**config.mk**
```make
export PLATFORM = sky130hd
export DESIGN_NAME = eng_seq_cntl
export DESIGN_NICKNAME = d
export VERILOG_FILES = /design/src/rtl/eng_seq_cntl.sv
export SDC_FILE = /design/constraint.sdc
export NUM_CORES = 1
export LEC_CHECK = 0
export CAP_MARGIN = 10
export CORE_UTILIZATION = 54
export DETAILED_ROUTE_END_ITERATION = 8
export GPL_TIMING_DRIVEN = 1
export PLACE_DENSITY = 0.78
export RECOVER_POWER = 50
export SYNTH_ARGS = -nofsm -noshare
export SYNTH_HDL_FRONTEND = slang
export SYNTH_SLANG_ARGS = --single-unit
```
**constraint.sdc**
```tcl
create_clock -name clk -period 7.55 [get_ports clk]
set_input_delay 0.755 -clock clk [delete_from_list [all_inputs] [get_ports clk]]
set_output_delay 0.755 -clock clk [all_outputs]
set_load 0.05 [all_outputs]
```
**src/rtl/eng_seq_cntl.sv**
```systemverilog
// Stripe sequencer for the parity engine: walks M bitmatrix columns per data word for cfg_len words.
// Optional build macro ENG_SEQ_CNTL_PERF_CNT_EN adds the perf_stall_cnt output.
module eng_seq_cntl #(
  parameter int M_W   = 3,
  parameter int LEN_W = 16
) (
  input  logic             clk,
  input  logic             rstn,
  input  logic             start,
  input  logic             abort,
  input  logic [M_W-1:0]   cfg_m,
  input  logic [LEN_W-1:0] cfg_len,
  input  logic             din_val,
  input  logic             bm_val,
  output logic             eng_rstn,
  output logic             eng_fsm_bm_cntl_rd_en,
  output logic             eng_bm_cntl_data_used,
  output logic             calc_en,
  output logic [M_W-1:0]   col_idx,
  output logic             din_pop,
  output logic             pout_val,
  output logic             busy,
  output logic             done,
  output logic             err
`ifdef ENG_SEQ_CNTL_PERF_CNT_EN
  ,
  output logic [31:0]      perf_stall_cnt
`endif
);

  typedef enum logic [2:0] {S_IDLE, S_INIT, S_WAIT, S_CALC, S_DONE} state_t;

  state_t           state_q, state_d;
  logic             abort_q, abort_d;
  logic [M_W-1:0]   col_cnt_q, col_cnt_d;
  logic [LEN_W-1:0] word_cnt_q, word_cnt_d;
  logic [M_W-1:0]   m_q, m_d;
  logic [LEN_W-1:0] len_q, len_d;
  logic             err_q, err_d;
  logic             col_last, word_last;
  logic             start_ok;

  assign col_last  = (col_cnt_q == (m_q - M_W'(1)));
  assign word_last = (word_cnt_q == (len_q - LEN_W'(1)));
  assign start_ok  = (state_q == S_IDLE) && start && (cfg_m != '0) && (cfg_len != '0);

  always_ff @(posedge clk or negedge rstn) begin
    if (!rstn) begin
      state_q    <= S_IDLE;
      abort_q    <= 1'b0;
      col_cnt_q  <= '0;
      word_cnt_q <= '0;
      m_q        <= '0;
      len_q      <= '0;
      err_q      <= 1'b0;
    end else begin
      state_q    <= state_d;
      abort_q    <= abort_d;
      col_cnt_q  <= col_cnt_d;
      word_cnt_q <= word_cnt_d;
      m_q        <= m_d;
      len_q      <= len_d;
      err_q      <= err_d;
    end
  end

  always_comb begin
    state_d               = state_q;
    abort_d               = abort_q;
    col_cnt_d             = col_cnt_q;
    word_cnt_d            = word_cnt_q;
    m_d                   = m_q;
    len_d                 = len_q;
    err_d                 = 1'b0;
    eng_rstn              = 1'b1;
    eng_fsm_bm_cntl_rd_en = (state_q == S_WAIT) || (state_q == S_CALC);
    eng_bm_cntl_data_used = 1'b0;
    calc_en               = 1'b0;
    col_idx               = '0;
    din_pop               = 1'b0;
    pout_val              = 1'b0;
    busy                  = (state_q != S_IDLE);
    done                  = 1'b0;

    case (state_q)
      S_IDLE: begin
        if (start) begin
          if (start_ok) begin
            state_d    = S_INIT;
            abort_d    = 1'b0;
            m_d        = cfg_m;
            len_d      = cfg_len;
            col_cnt_d  = '0;
            word_cnt_d = '0;
          end else begin
            err_d = 1'b1;
          end
        end
      end
      // INIT doubles as the abort flush cycle; abort_q selects where it goes next
      S_INIT: begin
        eng_rstn = 1'b0;
        if (abort_q) begin
          state_d = S_IDLE;
          abort_d = 1'b0;
        end else if (abort) begin
          abort_d = 1'b1;
        end else begin
          state_d = S_WAIT;
        end
      end
      S_WAIT: begin
        if (abort) begin
          state_d = S_INIT;
          abort_d = 1'b1;
        end else if (din_val && bm_val) begin
          state_d = S_CALC;
        end
      end
      S_CALC: begin
        if (abort) begin
          state_d = S_INIT;
          abort_d = 1'b1;
        end else if (bm_val) begin
          calc_en               = 1'b1;
          eng_bm_cntl_data_used = 1'b1;
          col_idx               = col_cnt_q;
          if (col_last) begin
            din_pop    = 1'b1;
            pout_val   = 1'b1;
            col_cnt_d  = '0;
            word_cnt_d = word_cnt_q + LEN_W'(1);
            if (word_last)    state_d = S_DONE;
            else if (!din_val) state_d = S_WAIT;
          end else begin
            col_cnt_d = col_cnt_q + M_W'(1);
          end
        end
      end
      S_DONE: begin
        if (abort) begin
          state_d = S_INIT;
          abort_d = 1'b1;
        end else begin
          done    = 1'b1;
          state_d = S_IDLE;
        end
      end
      default: state_d = S_IDLE;
    endcase
  end

  assign err = err_q;

`ifdef ENG_SEQ_CNTL_PERF_CNT_EN
  logic [31:0] perf_q;
  logic        stall;

  // A WAIT cycle that is about to enter CALC is not counted as a stall
  assign stall = ((state_q == S_WAIT) && !(din_val && bm_val)) ||
                 ((state_q == S_CALC) && !bm_val);

  always_ff @(posedge clk or negedge rstn) begin
    if (!rstn) begin
      perf_q <= '0;
    end else if (start_ok) begin
      perf_q <= '0;
    end else if (stall && (perf_q != '1)) begin
      perf_q <= perf_q + 32'd1;
    end
  end

  assign perf_stall_cnt = perf_q;
`endif

endmodule

```
; ---- Yosys cells after proc, flatten, opt, wreduce, memory -nomap -nowiden
; Index checks and enable logic that the tools add are counted.
[classes]
n_addsub = 4
eq_ne = 17
reduce_logical = 17
n_mux = 47
[op_table]
columns = cell, n
row1 = $mux W16, 5
row2 = $mux W3, 19
row3 = $pmux W16 S2, 1
row4 = $mux W1, 19
row5 = $add A16 B1 Y16 const B, 1
row6 = $eq A16 B16 Y1, 1
row7 = $reduce_bool A16 Y1, 1
row8 = $sub A16 B1 Y16 const B, 1
row9 = $pmux W3 S5, 1
row10 = $ne A2 B2 Y1 const B, 5
row11 = $ne A3 B3 Y1 const B, 3
row12 = $reduce_bool A3 Y1, 3
row13 = $reduce_and A7 Y1, 1
row14 = $eq A3 B2 Y1 const B, 2
row15 = $pmux W3 S2, 1
row16 = $reduce_and A6 Y1, 1
row17 = $reduce_and A5 Y1, 1
row18 = $logic_and A1 B1 Y1, 4
row19 = $ne A4 B4 Y1 const B, 1
row20 = $reduce_and A4 Y1, 1
row21 = $add A3 B1 Y3 const B, 1
row22 = $eq A3 B1 Y1 const B, 1
row23 = $eq A3 B3 Y1, 1
row24 = $eq A3 B3 Y1 const B, 1
row25 = other kinds (9), 9
[totals]
register_bits = 43
input_bits = 25
output_inout_bits = 12
wordCells = 92

; ---- Depth between registers and ports, before layout
; Gate-level depths: netlist of the first run.
[logic_depth]
word_depth = 7
mapped_depth = 9
ltp_nobuf = 8

; ---- Worst setup path after synthesis of the first run
; No wires, ideal clock.
[synth_timing]
kind = input -> output
start = in abort
end = out pout_val
required_ns = 6.795
cell_stages = 4
n_path_buf = 1
arrival_time_ns = 2.961
path_slack_ns = 3.834
cell_sequence = inv_1 -> nand3_1 -> nor4_1 -> buf_4
[synth_between]
elab_chain_len = 2
[synth_lines]
columns = item, line_no
row1 = "start, declared", 10  ; input logic abort,
row2 = $mux W1 (2 in a row), --
row3 = "end, declared", 21  ; output logic pout_val,
; Every way passes these cells.

; ---- Worst setup path after layout of the first run
[layout_timing]
start = in abort
end = out din_pop
[layout_between]
elab_chain_len = 2
[layout_lines]
columns = item, line_no
row1 = $mux W1, 121  ; if (abort) begin
row2 = $mux W1, 85  ; case (state_q)
row3 = "end, declared", 20  ; output logic din_pop,
; Every way passes these cells.

==> results of run 1 <==
==> per-layer routing <==
layer | GRT usage [%] | up-vias | wire (um) | share of wire, %
met5 | 0 | - | 0 | 0
met4 | 10.3 | 0 | 144 | 2.1
met3 | 5.49 | 13 | 353 | 5.1
met2 | 47.4 | 80 | 3430 | 50
met1 | 34.5 | 1220 | 2970 | 43
li1 | - | 1256 | - | -
==> worst paths after layout <==
| check | endpoint | slack [ns] | depth (start not counted) | start |
|---|---|---|---|---|
| min reg2reg | m_q[2] | 0.52 | 2 | m_q[2] |
| max in group asynchronous | len_q[14] | 5.10 | 1 | rstn |
| min in group asynchronous | word_cnt_q[5] | 1.13 | 1 | rstn |
| max reg2reg | state_q[2] | 4.69 | 6 | len_q[3] |
| max | din_pop | 3.98 | 5 | abort |
| min | m_q[2] | 0.52 | 2 | m_q[2] |
==> layout make-up <==
type	count	share of cell area, %
repair buffers	37	10.8
clock inverters	2	0.492
well taps	70	2.65
multi-input cells	264	49.0
flip-flops and latches	43	32.5
inverters	18	2.04
clock buffers	6	2.50
==> report_power, final <==
part	switching, W	internal (W)	total [W]
combinational	0.000275	0.000194	0.000469
clock	0.0000865	0.0000747	0.000161
sequential	0.000108	0.000293	0.000402
==> stage by stage <==
stage / total power [W] / setup slack (ns) / util (%)
floorplan: 0.000747 / 3.83 / -
global placement: 0.000860 / 4.05 / 62.9
detailed placement: 0.000874 / 3.97 / 62.9
CTS: 0.00104 / 3.95 / 64.8
global route: 0.00111 / 3.83 / 64.7
finish: 0.00103 / 3.98 / 64.7
==> state kept, by name, indices dropped and copies added (netlist names) <==
| name | flops |
|---|---|
| abort_q | 1 |
| m_q | 3 |
| err | 1 |
| word_cnt_q | 16 |
| state_q | 3 |
| col_cnt_q | 3 |
| len_q | 16 |
==> synthesized netlist by cell type (4+ instances only) <==
master / n
nor4_1: 16
or3_1: 4
o21ai_0: 20
nand2b_1: 5
nor2_1: 22
inv_1: 18
xor2_1: 9
nand2_1: 62
dfrtp_1: 43
a21oi_1: 13
nand4_1: 7
a211oi_1: 4
clkbuf_1: 15
and3_1: 7
nand3_1: 7
and2_1: 6
nor3_1: 11
ha_1: 4
xnor2_1: 17
==> worst register-to-register path: stages (launching register included) <==
cell and delay [ns]:
dfrtp_1 0.48, or4_4 0.60, or4_4 0.57, nor4_2 0.29
a211oi_2 0.10, nor4_1 0.46, nor4b_2 0.27
==> logic make-up after synthesis <==
group	Yosys count	synth area share, %
AO/OA/AOI/OAI	56	12.3
XOR/XNOR	27	8.82
flip-flops	43	37.8
AND/OR/NAND/NOR	174	32.7
buffers and inverters	37	5.44
adder cells (fa/ha/maj)	4	1.76
multiplexers	3	1.23
==> metrics.cfg, run 1 <==
[critical_path]
worstSetupEndpointType = primary output
max_stage_delay_ns = 0.88
critPathBufInv = 3
crit_fanout = 7
critical-path-slowest-cell = clkdlybuf4s50_1
crit_type = primary input to primary output
critPathMostFrequentCell = clkdlybuf4s50_1
path_delay_family = buffers and inverters
startpoint_type = primary input
crit_chain = clkdlybuf4s50_1, inv_1, nand3_1, nor4_1, clkdlybuf4s50_1
cp.arrival_ns = 2.81
cp.required_ns = 6.80

[cells_and_area]
fin_cells = 440
final_nets = 398
multi_input_area_um2 = 1620
final_cell_mix = nand2_1, dfrtp_1, clkdlybuf4s50_1, nor2_1, o21ai_0
nFillCells = 470
seq_area_um2 = 1080
final_layout_size_suffix_gt1_share_pct = 5.14
area_delta_synth_final_pct = 16.0
antenna_cells = 0
layout.cells.most_common = nand2_1
finalInstanceArea_um2 = 3310

[timing]
fin_tns_setup_ns = 0
worst_pin_slew_ns = 2.31
min_period_ns = 3.57
hold_violations = 0
max_clock_freq_ghz = 0.280
finalSetupViolCount = 0
rsz0062_at_grt = no
min_period_over_period_pct = 47.2
worst_hold_slack_ns = 0.523
drv_slew = 44
slew_headroom_pct = -54.0
clock_skew_ns = 0.0115

[grt]
antenna_found_initial = 0
grt_pass1_vias = 2423
grt_pass1_wl_um = 11600
grt_max_degree = 44
grtUsageTotal_pct = 27.6
grt_overflow = 0

[floorplan]
fp.dieW_um = 74.7
core_area_um2 = 5110
rows = 26
initial_utilization_pct = 55.8
die-area_um2 = 5570
die_h_um = 74.7
pin_count = 37

[clocking]
clk_latency_ns = 0.31
h-tree-depth = 2
cts_resized = 0
clkTransAtPathRegs_ns = 0.09
post_cts.repair.setup_buffers = 0
cts_tree = yes
clock_sinks = 43
cts_buffer_depth = 2
cts_buffers = 5
cts-root-buf = clkbuf_8
ctsHoldBuffers = 0

[synth]
syn_avg_cell_area_um2 = 8.29
synth_cells = 344
yosysTopAreaCellShare_pct = 37.8
synth-edff-count = 0
ys.flop_type = dfrtp_1
yosys.area.top_type = dfrtp_1
synthTopCellsByArea = dfrtp_1, nand2_1, xnor2_1
async_flop_share_pct = 100
syn_nets = 373
yosysWarnings = 0
yosys_register_bits = 43
synth-seq-area-share_pct = 37.8
synth_cell_type_count = 53
syn-cell-area_um2 = 2850

[place]
placedInstanceArea_um2 = 3210
gp_congestion = 0.868
dp.cells = 432
port_buffers = 36
place_hpwl_um = 5090

[outcome]
status = complete, but fails checks
violations = capacitance limit, slew limit

[job]
drv_cap = 1

[detailed_routing]
drt_iter0_drc = 162
drc = 0
vias = 2569
wl_um = 6900
wire_per_inst_um = 15.7
drtAntennaViolNets = 0
drtPass1Iterations = 4
via_per_inst = 5.84

[pwr]
powerDensity_nw_per_um2 = 312
max-vdd-ir-drop_mv = 0.204
leakage_nw = 1.41

[worst_hold_path]
worstHoldPathType = flop to flop

No activity file was read; power rests on OpenSTA's default activity.
==> inputs of run 2 (changes only) <==
clock period = 3.5 ns   (was 7.55 ns; I/O delays follow)
==> metrics.cfg, run 2 (synthesis gave the netlist of run 1 again) <==
[timing]
worst_pin_slew_ns = 2.30
max_clock_freq_ghz = 0.343
finalSetupViolCount = 0
worst_hold_slack_ns = 0.513
drv_slew = 44
min_period_ns = 2.91
slew_headroom_pct = -53.5
hold_violations = 0
fin_tns_setup_ns = 0
min_period_over_period_pct = 83.3
rsz0062_at_grt = no
clock_skew_ns = 0.00556

[place]
gp_congestion = 0.863
place_hpwl_um = 5000
placedInstanceArea_um2 = 3230
port_buffers = 36

[clocking]
clkTransAtPathRegs_ns = 0.08
cts_buffers = 5
cts-root-buf = clkbuf_8
ctsHoldBuffers = 0
clk_latency_ns = 0.29
post_cts.repair.setup_buffers = 0
cts_tree = yes
cts_resized = 0
h-tree-depth = 2
clock_sinks = 43
cts_buffer_depth = 2

[cells_and_area]
layout.cells.most_common = nand2_1
finalInstanceArea_um2 = 3310
antenna_cells = 0
finish.utilization_pct = 64.9
top_regs = len_q (16), word_cnt_q (16)
final_layout_size_suffix_gt1_share_pct = 5.66
final_nets = 400
area_delta_synth_final_pct = 16.3
final_cell_mix = nand2_1, dfrtp_1, clkdlybuf4s50_1, nor2_1, o21ai_0
nFillCells = 479

[detailed_routing]
drtPass1Iterations = 5
drc = 0
drt_iter0_drc = 120
wl_um = 6740
vias = 2584
via_per_inst = 5.86
wire_per_inst_um = 15.3
drtAntennaViolNets = 0

[floorplan]
rows = 26
fp.dieW_um = 74.7
die_h_um = 74.7
pin_count = 37
die-area_um2 = 5570
initial_utilization_pct = 55.8
core_area_um2 = 5110

[critical_path]
crit_type = flop to primary output
cp.required_ns = 3.15
startpoint_type = flop
crit_chain = and3b_1, nand3_1, nor4_1, clkdlybuf4s50_1
reg2reg_from = len_q[3]
crit_fanout = 11
cp-startpoint = state_q[0]
path_delay_family = simple AND/OR/NAND/NOR gates
max_stage_delay_ns = 0.87
cp.arrival_ns = 2.56
critical-path-slowest-cell = clkdlybuf4s50_1
critPathBufInv = 1
worstSetupEndpointType = primary output

[pwr]
total_power_w = 0.00221
powerDensity_nw_per_um2 = 666
leakage_nw = 1.42
max-vdd-ir-drop_mv = 0.420

[worst_hold_path]
hold_path_startpoint = len_q[15]
worstHoldPathType = flop to flop

[grt]
grt_pass1_wl_um = 11200
grt_max_degree = 44
grt_pass1_vias = 2502
antenna_found_initial = 0
grtUsageTotal_pct = 26.6
grt_overflow = 0

[outcome]
status = complete, but fails checks
violations = capacitance limit, slew limit

[job]
drv_cap = 1

[run 2: cell count changes in the layout (fill, tap and decap cells not counted), sizes merged]
cell and delta:
buf +3, clkbuf -1, clkdlybuf4s50 -1, clkinvlp -1
dlygate4sd3 +1
[run 2: metal layers]
layer	vias to the layer above	part of all wire, %	global-route usage [%]
met3	11	4.6	5.22
met2	70	50	47.8
met5	-	0	0
met1	1246	44	32.1
li1	1257	-	-
met4	0	1.5	8.18
[run 2: cell type report]
cell class	instances	area, um2	share of cell area (%)
clock buffers	6	82.6	2.49
clock inverters	1	5.00	0.151
inverters	18	67.6	2.04
multi-input cells	264	1620	48.8
flip-flops and latches	43	1080	32.5
well taps	70	87.6	2.64
repair buffers	39	377	11.4
[run 2: path summary, 6_finish.rpt]
| path | end | slack [ns] | cells after the start |
|---|---|---|---|
| worst max-delay path | pout_val | 0.59 | 4 |
| worst min-delay path | len_q[15] | 0.51 | 2 |
| worst max register to register | state_q[0] | 0.86 | 6 |
| worst min register to register | len_q[15] | 0.51 | 2 |
| max in group asynchronous | len_q[3] | 1.45 | 1 |
| min in group asynchronous | word_cnt_q[11] | 0.74 | 1 |
[run 2: through the flow]
step,instances,worst slack (ns)
floorplan,344,0.214
global placement,434,0.754
detailed placement,434,0.709
CTS,441,0.562
global route,441,0.457
finish,441,0.585
[run 2: where the power goes]
part / internal (W) / switching [W] / leakage, nW
clock network: 0.000155 / 0.000167 / 0.0470
registers: 0.000633 / 0.000227 / 0.565
logic: 0.000431 / 0.000596 / 0.806
[run 2: worst register-to-register path, stage by stage (launching register included)]
cell      delay (ns)
dfrtp_1         0.46
or4_4           0.59
or4_4           0.56
nor4_2          0.30
a211oi_2        0.10
nor4_1          0.39
o21ai_1         0.12
